==> config.mk <==
export PLATFORM = sky130hd
export DESIGN_NAME = mem_port_arbiter
export DESIGN_NICKNAME = d
export VERILOG_FILES = /design/src/rtl/mem_port_arbiter_pkg.sv /design/src/rtl/arb_latency_cnt.sv /design/src/rtl/mem_port_arbiter.sv
export SDC_FILE = /design/constraint.sdc
export NUM_CORES = 1
export LEC_CHECK = 0
export CAP_MARGIN = 20
export CORE_AREA = 4 4 94 96
export DETAILED_ROUTE_END_ITERATION = 16
export DIE_AREA = 0 0 98 100
export DONT_BUFFER_PORTS = 1
export GPL_TIMING_DRIVEN = 0
export PLACE_DENSITY = 0.39
export SLEW_MARGIN = 20
export SYNTH_ARGS = -nofsm -noshare
export SYNTH_HDL_FRONTEND = slang
export SYNTH_HIERARCHICAL = 1
export SYNTH_SLANG_ARGS = --single-unit
==> constraint.sdc <==
create_clock -name clk -period 2.3 [get_ports clk]
set_clock_uncertainty 0.05 [all_clocks]
set_input_delay 0.46 -clock clk [delete_from_list [all_inputs] [get_ports clk]]
set_output_delay 0.46 -clock clk [all_outputs]
set_load 0.01 [all_outputs]
==> src/rtl/mem_port_arbiter_pkg.sv <==
// ---------------------------------------------------------------------------
// mem_port_arbiter_pkg
//
// Shared encodings and constants for the unified-memory port arbiter.
//   arb_state_e : arbiter FSM states (ARB_IDLE, ARB_WAIT)
//   arb_owner_e : which requester owns the in-flight access (OWN_IF, OWN_MEM)
//   LAT_MIN/MAX : legal range of the RAM read latency parameter
//   CNT_W       : width of the latency down-counter, wide enough for LAT_MAX
// ---------------------------------------------------------------------------
package mem_port_arbiter_pkg;

   typedef enum logic {
      ARB_IDLE = 1'b0,
      ARB_WAIT = 1'b1
   } arb_state_e;

   typedef enum logic {
      OWN_IF  = 1'b0,
      OWN_MEM = 1'b1
   } arb_owner_e;

   localparam int LAT_MIN = 1;
   localparam int LAT_MAX = 4;
   localparam int CNT_W   = 3;

endpackage

==> src/rtl/arb_latency_cnt.sv <==
// ---------------------------------------------------------------------------
// arb_latency_cnt
//
// Loadable down-counter that times one RAM access. It is loaded with the
// read latency when an access is granted and decrements every cycle after
// that, stopping at zero. 'done' marks the final cycle of the access (count
// equal to 1).
//
// Ports:
//   clk      in   clock
//   rst      in   asynchronous active-high reset
//   load     in   load load_val this cycle (takes priority over decrement)
//   load_val in   CNT_W value to load
//   done     out  count_q == 1
// ---------------------------------------------------------------------------
module arb_latency_cnt
   import mem_port_arbiter_pkg::*;
(
   input  logic             clk,
   input  logic             rst,
   input  logic             load,
   input  logic [CNT_W-1:0] load_val,
   output logic             done
);

   logic [CNT_W-1:0] count_q;
   logic [CNT_W-1:0] count_d;

   always_comb begin
      count_d = count_q;
      if (load) begin
         count_d = load_val;
      end else if (count_q != '0) begin
         count_d = count_q - CNT_W'(1);
      end
   end

   always_ff @(posedge clk or posedge rst) begin
      if (rst) begin
         count_q <= '0;
      end else begin
         count_q <= count_d;
      end
   end

   assign done = (count_q == CNT_W'(1));

endmodule

==> src/rtl/mem_port_arbiter.sv <==
// ---------------------------------------------------------------------------
// mem_port_arbiter
//
// Shares one single-port synchronous RAM between the instruction-fetch
// requester (IF) and the load/store requester (MEM). One access is in flight
// at a time; each lasts LAT cycles, and a new grant may issue in the
// completion cycle of the previous one. MEM normally wins, but after
// MAX_STREAK consecutive contested MEM grants the next contested grant goes
// to IF. A fetch flushed while in flight still runs on the RAM but its
// if_rvalid is suppressed.
//
// Ports:
//   clk, rst                       clock, asynchronous active-high reset
//   if_req/if_addr/if_flush        fetch request, byte address, discard
//   if_gnt/if_rvalid/if_rdata      fetch accept, data valid, data
//   if_stall                       PC hold: if_req & ~if_rvalid
//   mem_req/mem_we/mem_addr/
//   mem_wdata                      load/store request
//   mem_gnt/mem_rvalid/mem_rdata   data accept, load data / store ack
//   ram_en/ram_we/ram_addr/
//   ram_wdata/ram_rdata            RAM macro port (rdata valid LAT after en)
// ---------------------------------------------------------------------------
module mem_port_arbiter
   import mem_port_arbiter_pkg::*;
#(
   parameter int ADDR_W     = 10,
   parameter int LAT        = 2,
   parameter int MAX_STREAK = 3
) (
   input  logic              clk,
   input  logic              rst,
   input  logic              if_req,
   input  logic [31:0]       if_addr,
   input  logic              if_flush,
   output logic              if_gnt,
   output logic              if_rvalid,
   output logic [31:0]       if_rdata,
   output logic              if_stall,
   input  logic              mem_req,
   input  logic              mem_we,
   input  logic [31:0]       mem_addr,
   input  logic [31:0]       mem_wdata,
   output logic              mem_gnt,
   output logic              mem_rvalid,
   output logic [31:0]       mem_rdata,
   output logic              ram_en,
   output logic              ram_we,
   output logic [ADDR_W-1:0] ram_addr,
   output logic [31:0]       ram_wdata,
   input  logic [31:0]       ram_rdata
);

   localparam int STREAK_W = (MAX_STREAK < 1) ? 1 : $clog2(MAX_STREAK + 1);
   localparam logic [STREAK_W-1:0] STREAK_MAX = STREAK_W'(MAX_STREAK);
   localparam logic [CNT_W-1:0]    LAT_LOAD   = CNT_W'(LAT);

   generate
      if (LAT < LAT_MIN || LAT > LAT_MAX) begin : g_lat_range_check
         $error("mem_port_arbiter: LAT must be within %0d..%0d", LAT_MIN, LAT_MAX);
      end
   endgenerate

   arb_state_e          state_q;
   arb_state_e          state_d;
   arb_owner_e          owner_q;
   arb_owner_e          owner_d;
   logic                store_q;
   logic                store_d;
   logic                drop_q;
   logic                drop_d;
   logic [STREAK_W-1:0] streak_q;
   logic [STREAK_W-1:0] streak_d;

   logic cnt_done;
   logic complete;
   logic can_grant;
   logic if_eligible;
   logic if_forced;
   logic grant_if;
   logic grant_mem;
   logic grant_any;

   // Only the RAM word-address bits are used from either byte address.
   logic unused_addr_bits;
   assign unused_addr_bits = ^{if_addr[31:ADDR_W+2], if_addr[1:0],
                               mem_addr[31:ADDR_W+2], mem_addr[1:0]};

   // A request still high in the completion cycle is treated as the
   // requester's next access, which gives back-to-back throughput.
   // Grants are masked while rst is high so every output reads 0 in reset.
   assign complete    = (state_q == ARB_WAIT) && cnt_done;
   assign can_grant   = !rst && ((state_q == ARB_IDLE) || complete);
   assign if_eligible = if_req && !if_flush;
   assign if_forced   = if_eligible && (streak_q == STREAK_MAX);
   assign grant_mem   = can_grant && mem_req && !if_forced;
   assign grant_if    = can_grant && if_eligible && !grant_mem;
   assign grant_any   = grant_if || grant_mem;

   arb_latency_cnt u_lat_cnt (
      .clk      (clk),
      .rst      (rst),
      .load     (grant_any),
      .load_val (LAT_LOAD),
      .done     (cnt_done)
   );

   // State register.
   always_ff @(posedge clk or posedge rst) begin
      if (rst) begin
         state_q  <= ARB_IDLE;
         owner_q  <= OWN_IF;
         store_q  <= 1'b0;
         drop_q   <= 1'b0;
         streak_q <= '0;
      end else begin
         state_q  <= state_d;
         owner_q  <= owner_d;
         store_q  <= store_d;
         drop_q   <= drop_d;
         streak_q <= streak_d;
      end
   end

   // Next-state logic.
   always_comb begin
      state_d  = state_q;
      owner_d  = owner_q;
      store_d  = store_q;
      drop_d   = drop_q;
      streak_d = streak_q;

      if (grant_any) begin
         state_d = ARB_WAIT;
      end else if (complete) begin
         state_d = ARB_IDLE;
      end

      if (grant_mem) begin
         owner_d = OWN_MEM;
         store_d = mem_we;
      end else if (grant_if) begin
         owner_d = OWN_IF;
         store_d = 1'b0;
      end

      // drop only ever marks an in-flight fetch; any access boundary clears it.
      if (grant_any || complete) begin
         drop_d = 1'b0;
      end else if ((state_q == ARB_WAIT) && (owner_q == OWN_IF) && if_flush) begin
         drop_d = 1'b1;
      end

      // Counts MEM grants that beat a waiting fetch; saturates at the limit.
      if (!if_req || grant_if) begin
         streak_d = '0;
      end else if (grant_mem && (streak_q != STREAK_MAX)) begin
         streak_d = streak_q + STREAK_W'(1);
      end
   end

   // Output logic.
   always_comb begin
      if_gnt    = grant_if;
      mem_gnt   = grant_mem;
      ram_en    = grant_any;
      ram_we    = grant_mem && mem_we;
      ram_addr  = '0;
      ram_wdata = '0;
      if (grant_mem) begin
         ram_addr = mem_addr[ADDR_W+1:2];
         if (mem_we) begin
            ram_wdata = mem_wdata;
         end
      end else if (grant_if) begin
         ram_addr = if_addr[ADDR_W+1:2];
      end

      // A flush arriving in the completion cycle also discards that fetch.
      if_rvalid  = complete && (owner_q == OWN_IF) && !drop_q && !if_flush;
      mem_rvalid = complete && (owner_q == OWN_MEM);
      if_rdata   = if_rvalid ? ram_rdata : '0;
      mem_rdata  = (mem_rvalid && !store_q) ? ram_rdata : '0;
      if_stall   = !rst && if_req && !if_rvalid;
   end

endmodule

# --- Word-level counts from Yosys, hierarchy flattened ---
# Cells that the tools add are included.
totals:
  latch_bits: 0
  n_memories: 0
  elab_cells: 67
  output_inout_bits: 113
  ff_bits: 9
  romBits: 0
  in_bits: 134
  ramBits: 0
op_classes:
  bitwise_logic: 2
  n_addsub: 2
  shift: 0
  order_cmp: 0
  n_mux: 17
  n_mul: 0
  reduce_logical: 37
  eq_ne: 3
  n_div: 0
ops:
  columns: ["op", "n"]
  rows:
  - ["32-bit two-way mux", 4]
  - ["10-bit two-way mux", 2]
  - ["1-bit logical AND", 19]
  - ["2-bit nonzero test", 5]
  - ["1-bit logical NOT", 8]
  - ["1-bit two-way mux", 7]
  - ["3-bit two-way mux", 2]
  - ["1-bit logical OR", 4]
  - ["2-bit two-way mux", 2]
  - ["3-bit by 1-bit equality test with 1-bit output, second input constant", 1]
  - ["3-bit nonzero test", 1]
  - ["3-bit by 1-bit subtractor with 3-bit output, second input constant", 1]
  - ["2-bit by 1-bit adder with 2-bit output, second input constant", 1]
  - ["2-bit equality test, second input constant", 1]
  - ["2-bit != test, second input constant", 1]
  - ["1-bit inverter", 2]

# --- Depth between registers and ports, before layout ---
# Gate-level depths: netlist of the first run.
depth:
  depth_word: 11
  ltp_mapped: 8
  ltp_nobuf: 8

# --- Hierarchy ---
# Netlist of the first run, hierarchy kept.
by_module_without_submodules:
  columns: ["module", "area_per_inst_um2", "seq_area_each_um2", "cells_each", "n_inst"]
  rows:
  - ["mem_port_arbiter", 1278.7, 150.1, 165, 1]
  - ["arb_latency_cnt", 220.2, 75.1, 23, 1]

# --- Worst setup path before layout of the first run ---
# No wires, ideal clock.
synth_timing:
  path_type: "register to output"
  start: "reg u_lat_cnt.count_q[1]"
  end: "out mem_rdata[0]"
  n_path_buf: 1
  t_required_ns: 1.790
  slack_ns: 0.118
  arrival_time_ns: 1.672
  path_stages_with_launch: 8
  path_cell_list: "dfrtp_1 -> inv_1 -> ha_1 -> nor2b_1 -> and3_1 -> and2b_1 -> clkbuf_1 -> and2_1"
synth_between:
  elab_chain_len: 5
synth_rtl:
  columns: ["element", "line_no", "source"]
  rows:
  - ["start, declared", "arb_latency_cnt.sv:26", "logic [CNT_W-1:0] count_q;"]
  - ["start signal, assigned", "arb_latency_cnt.sv:42", "count_q <= count_d;"]
  - ["3-bit by 1-bit equality test with 1-bit output", "arb_latency_cnt.sv:46", "assign done = (count_q == CNT_W'(1));"]
  - ["net cnt_done", "mem_port_arbiter.sv:74", "logic cnt_done;"]
  - ["1-bit logical AND", "mem_port_arbiter.sv:91", "assign complete = (state_q == ARB_WAIT) && cnt_done;"]
  - ["1-bit logical AND", "mem_port_arbiter.sv:180", "mem_rvalid = complete && (owner_q == OWN_MEM);"]
  - ["net mem_rvalid", "mem_port_arbiter.sv:44", "output logic mem_rvalid,"]
  - ["1-bit logical AND", "mem_port_arbiter.sv:182", "mem_rdata = (mem_rvalid && !store_q) ? ram_rdata : '0;"]
  - ["32-bit two-way mux", "mem_port_arbiter.sv:182", null]
  - ["end, declared", "mem_port_arbiter.sv:45", "output logic [31:0] mem_rdata,"]
# The timed path passes the listed nets, and every way through them passes these cells.

# --- Final worst setup path of the first run ---
layout_timing:
  start: "reg u_lat_cnt.count_q[1]"
  end: "out mem_rdata[11]"
# The elaborated chain is that of the path after synthesis.

==> results of run 1 <==
flip-flops by register name, summed over array words and instances (netlist names):
signal	flops
drop_q	1
owner_q	1
u_lat_cnt/count_q	3
state_q	1
store_q	1
streak_q	2
stage by stage:
stage                     utilization (%)  setup slack (ns)  area (um^2)  power, uW  cells
final                                28.3           -0.0520         2280       1500    320
after global routing                 28.3            -0.130         2280       1630    320
after CTS                            26.2           -0.0530         2110       1380    312
after detailed placement             20.3            -0.344         1630        924    294
after global placement               20.3            -0.297         1630        917    294
after floorplan                         -             0.118         1500        786    189
repair_timing:
action / 4_1_cts / 5_1_grt
hold buffers: 1 / 0
resized for setup: 114 / 44
pin swaps: 55 / 24
setup endpoints to repair: 112 / 110
buffers inserted: 8 / 7
gates cloned: 5 / 2
hold endpoints to repair: 3 / 0
routing by layer:
| metal | up-vias | global-route usage [%] | share of wire [%] |
|---|---|---|---|
| met1 | 787 | 12.6 | 34 |
| met3 | 2 | 4.45 | 12 |
| li1 | 732 | - | - |
| met5 | - | 0 | 0 |
| met2 | 150 | 24.4 | 54 |
| met4 | 0 | 1.60 | 0.45 |
worst max path at each step:
stage,from,endpoint,slack [ns],cells past startpoint
floorplan,u_lat_cnt/count_q[1],mem_rdata[0],0.12,7
global placement,u_lat_cnt/count_q[1],mem_rdata[11],-0.30,7
detailed placement,u_lat_cnt/count_q[1],mem_rdata[25],-0.34,7
CTS,u_lat_cnt/count_q[1],mem_rdata[11],-0.05,7
global route,u_lat_cnt/count_q[1],mem_rdata[25],-0.13,7
finish,u_lat_cnt/count_q[1],mem_rdata[11],-0.05,7
final cells by class:
class,count,area [um^2],share of cell area [%]
clock buffer,4,45.0,1.98
buffer,18,179,7.85
inverter,9,33.8,1.48
tap,105,131,5.77
multi-input combinational,153,1420,62.4
timing repair buffer,22,241,10.6
sequential,9,225,9.88
power groups by stage:
| stage | sequential, uW | combinational, uW | clock, uW |
|---|---|---|---|
| final | 310 | 998 | 190 |
| after global placement | 297 | 621 | 0 |
| after global routing | 323 | 1100 | 205 |
| after detailed placement | 297 | 628 | 0 |
| after CTS | 309 | 879 | 190 |
| after floorplan | 273 | 512 | 0 |
kinds of logic (layout without fill, tap and decap cells):
kind of cell	Yosys count	count (layout)	share of synthesized area, %
simple gates	123	123	58.8
buf+inv	27	53	7.43
compound gates	23	23	14.9
flops	9	9	15.0
fa+ha+maj	4	4	3.34
other cells	2	3	0.501
placed cells by master (no fill, tap or decap), types with 2 or more instances in the layout:
master / instances
and2_4: 63
and4_1: 17
and4_4: 15
buf_4: 10
a32o_2: 10
clkbuf_8: 9
buf_6: 9
dfrtp_1: 9
inv_1: 7
buf_8: 5
clkbuf_1: 4
ha_1: 3
nor2b_1: 3
conb_1: 3
buf_2: 2
nor2b_4: 2
and2_1: 2
inv_2: 2
nand2b_1: 2
o31ai_1: 2
a211oi_2: 2
clkbuf_2: 2
nor4b_1: 2
==> impl_metrics.py, run 1 <==
metrics = {
    "outcome": {
        "outcome": "finished with violations",
        "violations": "negative setup slack",
    },
    "synth": {
        "synth_edf_count": 0,
        "syn_area_mm2": 0.00150,
        "synth_most_common_cell": "and2_1",
        "ys_seq_elements": 9,
        "postSynthCellCount": 188,
        "synth_top_cell_area_share_pct": 27.1,
        "synth-main-ff-cell": "dfrtp_1",
        "netlist_top_cells_area": "and2_1, and4_1, dfrtp_1, a32o_1, ha_1",
        "post_synth_num_cell_types": 38,
        "syn_area_per_cell_um2": 7.97,
        "ys_warn_count": 6,
        "synthArstFlopShare_pct": 100,
        "yosysSeqAreaShare_pct": 15.0,
        "synth.largest_area_cell": "and2_1",
        "synthTopCellsByCount": "and2_1, and4_1, clkbuf_1",
    },
    "worst_setup_path": {
        "critPathBufInv": 2,
        "path_delay_family": "simple AND/OR/NAND/NOR gates",
        "rr_endpoint": "streak_q[0]",
        "cp-end-kind": "output port",
        "slowest_delay_ns": 0.38,
        "slowest_stage": "dfrtp_1",
        "crit_path_max_fanout": 7,
        "rr_worst_depth": 7,
        "worstSetupPathType": "flip-flop to output port",
        "startpoint_type": "flip-flop",
        "r2r_setup_slack_ns": 0.45,
        "cp_cell_sequence": "inv_2 > ha_4 > nor2b_4 > and3_4 > and2b_4 > clkbuf_8 > and2_4",
        "r2r-start": "u_lat_cnt/count_q[1]",
        "required_ns": 1.79,
        "critical_path_arrival_ns": 1.84,
    },
    "clock_tree": {
        "clk_pin_slew_worst_paths_ns": 0.05,
        "numCtsBuffers": 3,
        "cts_tree": "built",
        "clock_latency_ns": 0.24,
        "htreeDepth": 1,
        "clock-sinks": 9,
        "clk_path_buf_depth": 2,
        "clockRootBuffer": "clkbuf_8",
    },
    "placement": {
        "gp_congestion": 0.776,
        "portBuffers": 0,
        "hpwl_um": 5080,
    },
    "power_and_ir_drop": {
        "power_frac_seq_pct": 20.7,
        "p_int_uw": 874,
        "static-leakage-power_uw": 0.00103,
        "max-vdd-ir-drop_mv": 0.564,
        "swShare_pct": 41.7,
        "switchingPower_uw": 625,
        "p_per_area_mw_per_mm2": 658,
        "pwr-share-clk_pct": 12.7,
        "p_comb_share_pct": 66.6,
    },
    "layout": {
        "fill_cells": 824,
        "num_antenna_cells": 0,
        "nNetsFinal": 354,
        "syn2layout_area_growth_pct": 52.0,
        "layout-drive-gt1-share_pct": 67.0,
    },
    "floorplanning": {
        "dieArea_mm2": 0.00980,
        "die_w_um": 98,
        "boundaryPins": 247,
        "fp.dieH_um": 100,
        "std_cell_rows": 33,
        "initial_core_util_pct": 18.6,
        "core_area_mm2": 0.00805,
    },
    "sta": {
        "hold_viol_final": 0,
        "setup_violations": 34,
        "finalCritPeriodShare_pct": 102,
        "fin_setup_tns_ns": -1.40,
        "grt_setup_unrepaired": "true",
        "fmax_mhz": 425,
        "postLayoutSetupSlackWorst_ns": -0.0520,
        "period_needed_ns": 2.35,
        "timing.hold.ws_ns": 0.0191,
        "drv_slew": 0,
    },
    "global_route": {
        "grt_pass1_vias": 1763,
        "grt_max_degree": 11,
        "grt_pass1_wl_um": 9580,
        "grt_usage_pct": 12.3,
        "globalRouteOverflowTotal": 0,
        "grt_antenna_before_repair": 0,
    },
    "route": {
        "routedWlPerCell_um": 20.4,
        "antenna_left": 0,
        "route.vias.total": 1671,
        "wl_um": 6520,
        "drc": 0,
        "drt-pass1-iter-count": 4,
        "viasPerCell": 5.22,
        "first_iter_violations": 32,
    },
    "worst_hold_path": {
        "hp-class": "input pin to async pin",
    },
    "run": {
        "max_cap_viol_count": 0,
    },
}
Note: power is estimated with default switching activity, not from simulation.
==> run 2: changes to the inputs <==
- CORE_AREA: 4 4 94 96 -> 2 2 95 97
- DIE_AREA: 0 0 98 100 -> 0 0 97 99
- PLACE_DENSITY: 0.39 -> 0.37
==> run 2 against run 1 <==
The run still ends with negative setup slack left. Highest routed layer unchanged. Die area down 2.0%. Via count down 0.96%. Critical endpoint is now mem_rdata[15]. Wire length grew 6.1%. Sequential power increased by 2%. Largest cell class unchanged. Clock power shrank 3%.
==> impl_metrics.py, run 2 (synthesized netlist as in run 1, its figures left out) <==
metrics = {
    "route": {
        "viasPerCell": 5.22,
        "highest_layer": "met4",
        "routedWlPerCell_um": 21.8,
        "wl_met1_um": 2280,
        "first_iter_violations": 25,
        "route.vias.total": 1655,
        "drt-pass1-iter-count": 4,
        "antenna_left": 0,
        "routed-wl-met3_um": 727,
        "route.met2.wl_um": 3800,
        "drc": 0,
        "wl_um": 6910,
    },
    "floorplanning": {
        "core_area_mm2": 0.00855,
        "die_w_um": 97,
        "std_cell_rows": 34,
        "initial_core_util_pct": 17.5,
        "dieArea_mm2": 0.00960,
        "boundaryPins": 247,
        "fp.dieH_um": 99,
    },
    "layout": {
        "top_regs": "u_lat_cnt/count_q: 3 flops, streak_q: 2 flops",
        "num_antenna_cells": 0,
        "largest_reg_flops": 3,
        "layout-drive-gt1-share_pct": 62.2,
        "fill_cells": 894,
        "multi_input_area_mm2": 0.00142,
        "nNetsFinal": 348,
        "final_common_cell": "and2_4",
        "largest-register": "u_lat_cnt/count_q",
        "mostFrequentLayoutCells": "and2_4, and4_1, and4_4, buf_8, a32o_1",
        "final_cells": 317,
        "seq_area_um2": 226,
        "syn2layout_area_growth_pct": 47.8,
    },
    "clock_tree": {
        "htreeDepth": 1,
        "clock-sinks": 9,
        "clk_path_buf_depth": 2,
        "cts_tree": "built",
        "clk_pin_slew_worst_paths_ns": 0.05,
        "numCtsBuffers": 3,
        "clockRootBuffer": "clkbuf_8",
        "clock_latency_ns": 0.23,
    },
    "power_and_ir_drop": {
        "power_frac_seq_pct": 21.8,
        "swShare_pct": 43.5,
        "switchingPower_uw": 632,
        "p_per_area_mw_per_mm2": 656,
        "static-leakage-power_uw": 0.000947,
        "p_int_uw": 822,
        "pwr-share-clk_pct": 12.8,
        "p_comb_share_pct": 65.4,
        "max-vdd-ir-drop_mv": 0.259,
    },
    "global_route": {
        "grt_pass1_vias": 1562,
        "grt_max_degree": 11,
        "grt_pass1_wl_um": 9690,
        "globalRouteOverflowTotal": 0,
        "grt_usage_pct": 13.0,
        "grt_antenna_before_repair": 0,
    },
    "outcome": {
        "violations": "negative setup slack",
        "outcome": "finished with violations",
    },
    "worst_setup_path": {
        "critical_path_arrival_ns": 1.82,
        "startpoint_type": "flip-flop",
        "worstSetupPathType": "flip-flop to output port",
        "required_ns": 1.79,
        "crit_path_max_fanout": 8,
        "cp-end-kind": "output port",
    },
    "placement": {
        "gp_congestion": 0.880,
        "place_ws_ns": -0.356,
        "portBuffers": 0,
        "hpwl_um": 5400,
        "dp_cells": 297,
    },
    "sta": {
        "timing.hold.ws_ns": 0.0202,
        "fmax_mhz": 430,
        "grt_setup_unrepaired": "true",
        "postLayoutSetupSlackWorst_ns": -0.0262,
        "drv_slew": 0,
        "finalCritPeriodShare_pct": 101,
        "hold_viol_final": 0,
        "setup_violations": 33,
        "period_needed_ns": 2.33,
    },
    "run": {
        "max_cap_viol_count": 0,
    },
    "worst_hold_path": {
        "hp-class": "input pin to async pin",
    },
}
run 2: cell count changes in the layout (fill, tap and decap cells not counted), sizes merged:
cell and change:
clkbuf -5, buf -3, clkinv +1, nor2 +1
run 2: worst paths after layout:
kind                                      start              endpoint  slack (ns)  depth (start not counted)
min reg2reg                         streak_q[1]           streak_q[1]        0.52                          2
max in group asynchronous                   rst  u_lat_cnt/count_q[0]        1.54                          2
min                                         rst                drop_q        0.02                          1
min in group clk                         mem_we               store_q        0.35                          1
max                        u_lat_cnt/count_q[1]         mem_rdata[15]       -0.03                          7
max reg2reg                u_lat_cnt/count_q[1]           streak_q[0]        0.35                          8
run 2: routing by layer:
layer  up-vias  track usage [%]
met5         -                0
met1       776             12.5
li1        722                -
met3         8             4.18
met2       149             26.5
met4         0             3.47
run 2: repair_timing:
item / 4_1_cts / 5_1_grt
pin swaps: 52 / 17
resized for setup: 115 / 28
hold endpoints to repair: 3 / 0
setup endpoints to repair: 112 / 109
gates cloned: 6 / 1
setup buffers: 6 / 2
hold buffers: 1 / 0
run 2: stage by stage:
| step | power (uW) | TNS (ns) | area (um^2) | util [%] |
|---|---|---|---|---|
| global route | 1570 | -6.86 | 2220 | 25.9 |
| floorplan | 786 | 0 | 1500 | - |
| CTS | 1400 | -2.68 | 2120 | 24.8 |
| detailed placement | 930 | -21.57 | 1640 | 19.2 |
| finish | 1450 | -0.485 | 2220 | 25.9 |
| global placement | 922 | -18.59 | 1640 | 19.2 |
run 2: power by group through the flow:
stage | Sequential [uW] | Combinational, uW | Clock (uW)
global placement | 298 | 624 | 0
global route | 327 | 1040 | 204
detailed placement | 300 | 630 | 0
finish | 317 | 952 | 185
floorplan | 273 | 512 | 0
CTS | 317 | 896 | 190
run 2: cell type report:
type                            instances  area share, %
Clock inverter                          1          0.226
Clock buffer                            3           1.86
Inverter                                9           1.52
Buffer                                 18           7.91
Sequential cell                         9           10.2
Tap cell                              108           6.10
Timing Repair Buffer                   15           8.02
Multi-Input combinational cell        154           64.1
run 2: critical path, stage by stage (launching register included):
cell	delay, ns
dfrtp_1	0.39
inv_2	0.08
ha_4	0.11
nor2b_4	0.17
and3_4	0.24
and2b_4	0.28
buf_8	0.14
and2_4	0.16
